**config.mk**
```make
export PLATFORM = sky130hd
export DESIGN_NAME = fetch_ctrl
export DESIGN_NICKNAME = d
export VERILOG_FILES = /design/src/rtl/fetch_ctrl.sv
export SDC_FILE = /design/constraint.sdc
export NUM_CORES = 1
export LEC_CHECK = 0
export BUFFER_PORTS_ARGS = -buffer_cell sky130_fd_sc_hd__buf_2
export CAP_MARGIN = 10
export CORE_AREA = 2 2 110 112
export CTS_CLUSTER_SIZE = 16
export DETAILED_ROUTE_END_ITERATION = 10
export DIE_AREA = 0 0 112 114
export GPL_TIMING_DRIVEN = 0
export PLACE_DENSITY = 0.83
export REMOVE_ABC_BUFFERS = 1
export SETUP_SLACK_MARGIN = 0.4
export SLEW_MARGIN = 5
export SYNTH_ARGS = -nofsm -noshare
export SYNTH_HDL_FRONTEND = slang
export SYNTH_SLANG_ARGS = --single-unit
export TNS_END_PERCENT = 20
```
**constraint.sdc**
```tcl
create_clock -name clk -period 13.05 [get_ports clk]
set_input_delay 2.61 -clock clk [delete_from_list [all_inputs] [get_ports clk]]
set_output_delay 2.61 -clock clk [all_outputs]
set_load 0.01 [all_outputs]
```
**src/rtl/fetch_ctrl.sv**
```systemverilog
`default_nettype none
// +--------------------------------------------------------------------------+
// | fetch_ctrl : PC owner and fetch sequencer with a 2-entry decode queue.   |
// | Optional FETCH_PERF_CNT_EN adds stall_cycles / fetch_count counters.     |
// | Revision   : 1.0                                                         |
// +--------------------------------------------------------------------------+
module fetch_ctrl #(
  parameter int                W        = 32,
  parameter int                PC_LEN   = 32,
  parameter int                D        = 128,
  parameter logic [PC_LEN-1:0] RESET_PC = '0
) (
  input  logic              clk,
  input  logic              rst_n,
  output logic [PC_LEN-1:0] imem_addr,
  input  logic [W-1:0]      imem_rdata,
  input  logic              redirect_valid,
  input  logic [PC_LEN-1:0] redirect_pc,
  input  logic              halt,
  output logic              fetch_valid,
  input  logic              fetch_ready,
  output logic [W-1:0]      fetch_instr,
  output logic [PC_LEN-1:0] fetch_pc,
  output logic              fault
`ifdef FETCH_PERF_CNT_EN
  ,
  output logic [31:0]       stall_cycles,
  output logic [31:0]       fetch_count
`endif
);

  localparam logic [PC_LEN-1:0] C_LAST_PC = PC_LEN'(D - 4);
  localparam logic [PC_LEN-1:0] C_PC_STEP = PC_LEN'(4);

  typedef enum logic [1:0] {
    ST_RUN   = 2'd0,
    ST_HALT  = 2'd1,
    ST_FAULT = 2'd2
  } state_t;

  state_t            r_state;
  state_t            w_state_nxt;
  logic [PC_LEN-1:0] r_pc;
  logic              r_fault;
  logic [1:0]        r_count;
  logic              r_head;
  logic [W-1:0]      r_q_instr [2];
  logic [PC_LEN-1:0] r_q_pc    [2];

  logic w_pop;
  logic w_push;
  logic w_set_fault;
  logic w_fault_cond;
  logic w_tail;

  assign imem_addr    = r_pc;
  assign fault        = r_fault;
  assign fetch_valid  = (r_count != 2'd0);
  assign fetch_instr  = fetch_valid ? r_q_instr[r_head] : '0;
  assign fetch_pc     = fetch_valid ? r_q_pc[r_head]    : '0;
  assign w_pop        = fetch_valid & fetch_ready;
  assign w_fault_cond = (r_pc[1:0] != 2'b00) || (r_pc > C_LAST_PC);
  // Tail is head+count mod 2; with count=2 it aliases the slot being popped.
  assign w_tail       = r_head ^ r_count[0];

  always_ff @(posedge clk) begin
    if (!rst_n) begin
      r_state <= ST_RUN;
    end else begin
      r_state <= w_state_nxt;
    end
  end

  always_comb begin
    w_state_nxt = r_state;
    w_push      = 1'b0;
    w_set_fault = 1'b0;
    if (redirect_valid) begin
      w_state_nxt = halt ? ST_HALT : ST_RUN;
    end else begin
      case (r_state)
        ST_RUN: begin
          if (halt) begin
            w_state_nxt = ST_HALT;
          end else if (w_fault_cond) begin
            w_state_nxt = ST_FAULT;
            w_set_fault = 1'b1;
          end else if ((r_count != 2'd2) || w_pop) begin
            w_push = 1'b1;
          end
        end
        ST_HALT: begin
          if (!halt) begin
            w_state_nxt = ST_RUN;
          end
        end
        ST_FAULT: begin
          w_state_nxt = ST_FAULT;
        end
        default: begin
          w_state_nxt = ST_RUN;
        end
      endcase
    end
  end

  always_ff @(posedge clk) begin
    if (!rst_n) begin
      r_pc    <= RESET_PC;
      r_fault <= 1'b0;
      r_count <= 2'd0;
      r_head  <= 1'b0;
    end else if (redirect_valid) begin
      // Flush wins over any handshake in flight this cycle.
      r_pc    <= redirect_pc;
      r_fault <= 1'b0;
      r_count <= 2'd0;
      r_head  <= 1'b0;
    end else begin
      if (w_push) begin
        r_q_instr[w_tail] <= imem_rdata;
        r_q_pc[w_tail]    <= r_pc;
        r_pc              <= r_pc + C_PC_STEP;
      end
      if (w_set_fault) begin
        r_fault <= 1'b1;
      end
      r_head <= r_head ^ w_pop;
      case ({w_push, w_pop})
        2'b10:   r_count <= r_count + 2'd1;
        2'b01:   r_count <= r_count - 2'd1;
        default: r_count <= r_count;
      endcase
    end
  end

`ifdef FETCH_PERF_CNT_EN
  logic [31:0] r_stall_cycles;
  logic [31:0] r_fetch_count;

  always_ff @(posedge clk) begin
    if (!rst_n) begin
      r_stall_cycles <= 32'd0;
      r_fetch_count  <= 32'd0;
    end else begin
      if (fetch_valid && !fetch_ready && (r_stall_cycles != 32'hFFFF_FFFF)) begin
        r_stall_cycles <= r_stall_cycles + 32'd1;
      end
      if (w_push) begin
        r_fetch_count <= r_fetch_count + 32'd1;
      end
    end
  end

  assign stall_cycles = r_stall_cycles;
  assign fetch_count  = r_fetch_count;
`endif

endmodule
`default_nettype wire

```
==> results of run 1 <==
cells in the mapped netlist, types with 2 or more instances:
cell type,number
xnor2_1,3
o21ai_0,6
nand4_1,5
a22o_1,15
nand2b_1,2
nand3_1,5
nor3_1,3
clkbuf_1,12
inv_1,4
dfxtp_1,38
and2_1,3
buf_2,9
edfxtp_1,128
nor2b_1,13
nor3b_1,3
ha_1,2
nor2_1,71
mux2i_1,75
a21oi_1,5
nor4_1,3
nor4_2,3
buf_1,3
nand2_1,3
worst max-delay path, delay by kind of cell:
kind                   cells  cell delay (ps)
buffers and inverters      5             1280
and+or+nand+nor            2              880
power groups by stage:
stage,clock [mW],sequential [mW],combinational [mW]
after floorplan,0,0.596,0.0174
after global placement,0,0.595,0.0439
after detailed placement,0,0.595,0.0462
after CTS,0.491,0.584,0.0463
after global routing,0.513,0.585,0.0502
final,0.485,0.584,0.0461
area by class of cell:
type	instances	area [sq um]	share of cell area [%]
Multi-Input combinational cell	240	1740	21.5
Inverter	4	15.0	0.186
Clock buffer	17	425	5.27
Timing Repair Buffer	175	951	11.8
Clock inverter	15	153	1.89
Tap cell	147	184	2.28
Sequential cell	166	4610	57.1
metrics by stage:
stage | hold slack, ps | power, mW | cells
2_1_floorplan | 427 | 0.614 | 410
3_3_place_gp | 437 | 0.639 | 723
3_5_place_dp | 451 | 0.642 | 732
4_1_cts | 460 | 1.12 | 764
5_1_grt | 501 | 1.15 | 764
6_report | 471 | 1.12 | 764
cells by family after synthesis:
logic type	count (synthesis)
AOI/OAI and AO/OA	36
and+or+nand+nor	123
muxes	75
DFF	166
buffers and inverters	30
adders and majority gates	2
xor gates and xnor gates	4
cells in the final DEF (no fill, tap or decap), types with 2 or more instances in the layout:
master      count
nor2_1         70
dfxtp_1        37
nor3b_1         3
nand2b_1        2
edfxtp_1      128
clkinv_1        2
nor4_1          3
nand3_1         5
nor3_1          2
buf_6           4
clkinv_4        2
clkinvlp_4      2
a21oi_1         5
nor2b_1        13
buf_4           2
o21ai_0         6
clkbuf_16      17
nand2_1         3
buf_2         166
a22o_1         15
nand4_1         5
buf_12          3
ha_1            2
mux2i_1        75
clkinv_2        3
nor4_2          3
inv_6           3
xnor2_1         3
and2_1          3
inv_1           4
bufinv_16       2
routing by layer:
metal / vias to the layer above / wire length [microns] / track usage (%)
met5: - / 0 / 0
met2: 164 / 6950 / 37.3
met1: 2024 / 5910 / 28.2
li1: 1971 / - / -
met4: 0 / 161 / 6.42
met3: 12 / 894 / 6.06
sequential cells by signal, indices dropped and copies added (netlist names):
| register | flops |
|---|---|
| r_head | 1 |
| r_state | 2 |
| r_q_pc | 64 |
| r_count | 2 |
| imem_addr | 32 |
| fault | 1 |
| r_q_instr | 64 |
worst max-delay path by stage:
stage	cells after the start	endpoint	slack, ps
global placement	4	r_q_instr[1][0]	2370
finish	7	r_q_instr[1][24]	8380
global route	7	r_q_instr[1][24]	8260
floorplan	4	r_q_instr[1][0]	4830
CTS	4	fetch_pc[12]	8380
detailed placement	7	r_q_instr[1][24]	7960
==> out/metrics.cfg, run 1 <==
[status]
status = finished clean

[timing]
tightest_slew_ps = 887
rsz0062_at_grt = no
finalHoldViolCount = 0
slew-limit-headroom_pct = 40.7
maxSlewViolCount = 0
finalCritPeriodShare_pct = 35.8
finalSetupTns_ps = 0
setup_viol = 0
clock.fmax_ghz = 0.214
fin_skew_ps = 9.15
fin_ws_ps = 8380
finalCriticalPeriod_ps = 4670

[cts]
cts_buffer_depth = 2
clk_pin_slew_worst_paths_ps = 60
post_cts_resized = 0
cts_buffers = 17
cts_root_buf = clkbuf_16
clk_latency_ps = 410
clock_sinks = 166
cts_tree = built
hold_buffers = 0
cts.htree.levels = 4
cts_setup_buffers = 0

[place]
place_ws_ps = 7960
dp_hpwl_mm = 9.26
numPortBuffers = 166
placed_area_sq_um = 7490
gp_congestion = 0.862

[logic_synthesis]
synth.yosys.seq_area_share_pct = 71.4
ys_seq_elements = 166
synth-edff-count = 128
ys_types = 45
yosys.area_share.xor_xnor_pct = 0.543
synth_simple_gate_area_share_pct = 9.68
synth_top_family_by_area = multiplexers
syn_avg_cell_area_sq_um = 14.8
synth_compound_area_share_pct = 4.40
ys.flop_type = edfxtp_1
yosysTopAreaCellShare_pct = 59.6
yosys_warnings = 0
syn_area_sq_um = 6450
yosys.area_share.adder_pct = 0.388
syn_inst = 436
synth.area.top_cells = edfxtp_1 60%, dfxtp_1 12%, mux2i_1 12%, nor2_1 4.1%, a22o_1 2.0%
synth_largest_area_cell = edfxtp_1
synth-async-reset-ratio_pct = 0
synthMuxAreaShare_pct = 11.6

[cells_and_area]
finalNetCount = 675
post-route-util_pct = 68.9
drive_gt1_share_pct = 35.0
final_cell_area_sq_um = 8070
syn2layout_area_growth_pct = 25.1
num-fill-cells = 819
diodes = 0

[setup_path]
end_kind = register
setup.worst_path.start = redirect_valid
critPathLaunchType = input port
critPathMaxStageDelay_ps = 560
arrival_ps = 4800
cp_common_cell = buf_6
worstReg2RegStart = imem_addr[19]
path_class = input port to register
regToRegEndpoint = r_q_instr[1][24]
regToRegSetupSlack_ps = 9990
reg2reg_depth = 7
path_cells = buf_2, inv_1, nand2_1, nor3_2, buf_6, buf_4, buf_6
crit_fanout = 20
critPathSlowestCell = nor3_2
crit_required_ps = 13170

[drt]
vias = 4171
drc = 0
via_per_inst = 5.46
wl_mm = 13.9
initialDrtViolationCount = 229
first_pass_iters = 4
ant_nets = 0
avgRoutedWirePerCell_microns = 18.2

[floorplan]
ios = 167
die_y_microns = 114
num_rows = 40
die_x_microns = 112
start_util_pct = 55.1
die_area_sq_um = 12800
core-area_sq_um = 11700

[global_route]
grt_pass1_vias = 4182
antenna_found_initial = 0
grt_usage_pct = 22.0
grt_max_degree = 36
gr-total-overflow = 0
grt_pass1_wl_mm = 21.5

[power_and_ir_drop]
clkPwrFrac_pct = 43.5
seq_power_share_pct = 52.4
vdd_drop_max_uv = 88.6
switching_power_uw = 236
combinationalPowerShare_pct = 4.1
internal-power_uw = 879
switching_share_pct = 21.2
power-per-cell-area_nw_per_um2 = 138
leakage_nw = 3.11

[hold_path]
hp-class = register to register
min_from = r_state[1]
hold_depth = 1
hold_end = r_state[0]

[run]
drv_cap = 0

No activity file was read; power rests on OpenSTA's default activity.
==> run 2, diff against run 1 <==
--- a/config.mk
+++ b/config.mk
@@ -5,14 +5,15 @@
 export SDC_FILE = /design/constraint.sdc
 export NUM_CORES = 1
 export LEC_CHECK = 0
+export ABC_AREA = 1
 export BUFFER_PORTS_ARGS = -buffer_cell sky130_fd_sc_hd__buf_2
 export CAP_MARGIN = 10
-export CORE_AREA = 2 2 110 112
+export CORE_AREA = 2 2 114 116
 export CTS_CLUSTER_SIZE = 16
 export DETAILED_ROUTE_END_ITERATION = 10
-export DIE_AREA = 0 0 112 114
+export DIE_AREA = 0 0 116 118
 export GPL_TIMING_DRIVEN = 0
-export PLACE_DENSITY = 0.83
+export PLACE_DENSITY = 0.78
 export REMOVE_ABC_BUFFERS = 1
 export SETUP_SLACK_MARGIN = 0.4
 export SLEW_MARGIN = 5
==> constraint.sdc (replaced) <==
create_clock -name clk -period 4.7 [get_ports clk]
set_input_delay 0.94 -clock clk [delete_from_list [all_inputs] [get_ports clk]]
set_output_delay 0.94 -clock clk [all_outputs]
set_load 0.01 [all_outputs]
==> out/metrics.cfg, run 2 <==
[floorplan]
start_util_pct = 52.4
core-area_sq_um = 12400
die_y_microns = 118
num_rows = 41
ios = 167
die_area_sq_um = 13700
die_x_microns = 116

[cts]
cts_tree = built
cts_setup_buffers = 0
clk_latency_ps = 420
clk_pin_slew_worst_paths_ps = 60
cts_buffers = 17
hold_buffers = 0
cts.htree.levels = 4
clock_sinks = 166
cts_buffer_depth = 2
cts_root_buf = clkbuf_16
post_cts_resized = 0

[logic_synthesis]
synth_largest_area_cell = edfxtp_1
syn_avg_cell_area_sq_um = 11.1
syn_inst = 585
synth-edff-count = 128
ys_types = 26
synth.area.top_cells = edfxtp_1 59%, dfxtp_1 12%, nand2_1 10%, a21oi_1 7.1%, nor2_1 2.9%
yosysMostFrequentCell = nand2_1
synth.yosys.seq_area_share_pct = 70.8
ys_seq_elements = 166
yosys_warnings = 0
synth-async-reset-ratio_pct = 0
synth_common_cells = 176 x nand2_1, 128 x edfxtp_1, 92 x a21oi_1
syn_area_sq_um = 6500
yosysTopAreaCellShare_pct = 59.1
ys.flop_type = edfxtp_1

[cells_and_area]
mostFrequentLayoutCells = 176 x nand2_1, 166 x buf_2, 128 x edfxtp_1
finalNetCount = 815
num-fill-cells = 1000
diodes = 0
drive_gt1_share_pct = 28.8
syn2layout_area_growth_pct = 27.1
final_common_cell = nand2_1
multiInputGateArea_sq_um = 1710
regArea_sq_um = 4610
final_cell_area_sq_um = 8260

[power_and_ir_drop]
vdd_drop_max_uv = 204
power-per-cell-area_nw_per_um2 = 405
power.total_mw = 3.35
leakage_nw = 3.47

[setup_path]
end_kind = output port
critPathLaunchType = register
crit_required_ps = 3760
path_class = register to output port
crit_fanout = 64
arrival_ps = 2490

[global_route]
grt_pass1_vias = 4584
grt_max_degree = 65
grt_usage_pct = 21.8
antenna_found_initial = 0
grt_pass1_wl_mm = 22.8
gr-total-overflow = 0

[timing]
hold_ws_ps = 477
finalCriticalPeriod_ps = 3430
rsz0062_at_grt = no
finalCritPeriodShare_pct = 73.0
finalHoldViolCount = 0
fin_skew_ps = 8.17
slew-limit-headroom_pct = 21.7
setup_viol = 0
clock.fmax_ghz = 0.292
maxSlewViolCount = 0
tightest_slew_ps = 1170

[run]
drv_cap = 0

[drt]
ant_nets = 0
drc = 0
vias = 4821
initialDrtViolationCount = 383
avgRoutedWirePerCell_microns = 16.0
first_pass_iters = 5
via_per_inst = 5.19
wl_mm = 14.9

[hold_path]
hp-class = register to register

[place]
placed_area_sq_um = 7580
dp_hpwl_mm = 9.07
gp_congestion = 0.731
numPortBuffers = 166

[status]
status = finished clean

[run 2: changes by cell type after synthesis, sizes merged, moves of 13 or more]
cell / change
nand3: +21
nor2: -20
a22o: -15
nor2b: -13
a21oi: +87
nand2: +175
mux2i: -74
[run 2: cell type report]
cell class,count,share of cell area [%]
Clock inverter,13,3.04
Inverter,14,0.636
Sequential cell,166,55.8
Timing Repair Buffer,173,12.0
Tap cell,172,2.61
Clock buffer,19,5.24
Multi-Input combinational cell,372,20.7
[run 2: cells by family (layout without fill, tap and decap cells)]
family          Yosys count  count (layout)  synth area share, %
xor+xnor                  5               5                0.674
mux                       1               1                0.154
buf+inv                  47             219                 3.21
fa+ha+maj                 2               2                0.385
compound gates          105             105                 8.41
flops                   166             166                 70.8
simple gates            259             259                 16.3
[run 2: worst paths after layout]
check | from | to | slack, ps | cells after the start
max | r_head | fetch_pc[0] | 1270 | 4
min | fault | fault | 480 | 2
max reg2reg | r_head | r_q_instr[0][18] | 2210 | 5
min reg2reg | fault | fault | 480 | 2
[run 2: routing by layer]
| metal | vias up | global-route usage (%) | share of wire, % |
|---|---|---|---|
| met3 | 23 | 5.30 | 7.0 |
| li1 | 2321 | - | - |
| met4 | 0 | 8.04 | 1.6 |
| met1 | 2275 | 27.4 | 42 |
| met2 | 202 | 36.5 | 50 |
| met5 | - | 0 | 0 |
[run 2: worst max-delay path: stages (launching register included)]
cell	delay, ps
dfxtp_2	540
inv_2	950
nand2_1	130
a21oi_1	230
buf_2	160
[run 2: where the power goes]
part | switching, mW | total, mW | internal (mW)
logic | 0.0741 | 0.128 | 0.0539
registers | 0.0236 | 1.62 | 1.60
clock network | 0.548 | 1.60 | 1.05
total | 0.645 | 3.35 | 2.70
[run 2: metrics by stage]
step	setup TNS, ps	util [%]	cells	setup slack, ps
2_1_floorplan	-11790	-	552	-123
3_3_place_gp	-346970	59.5	890	-2480
3_5_place_dp	0	61.0	897	1170
4_1_cts	0	66.5	929	1230
5_1_grt	0	66.5	929	1080
6_report	0	66.5	929	1270
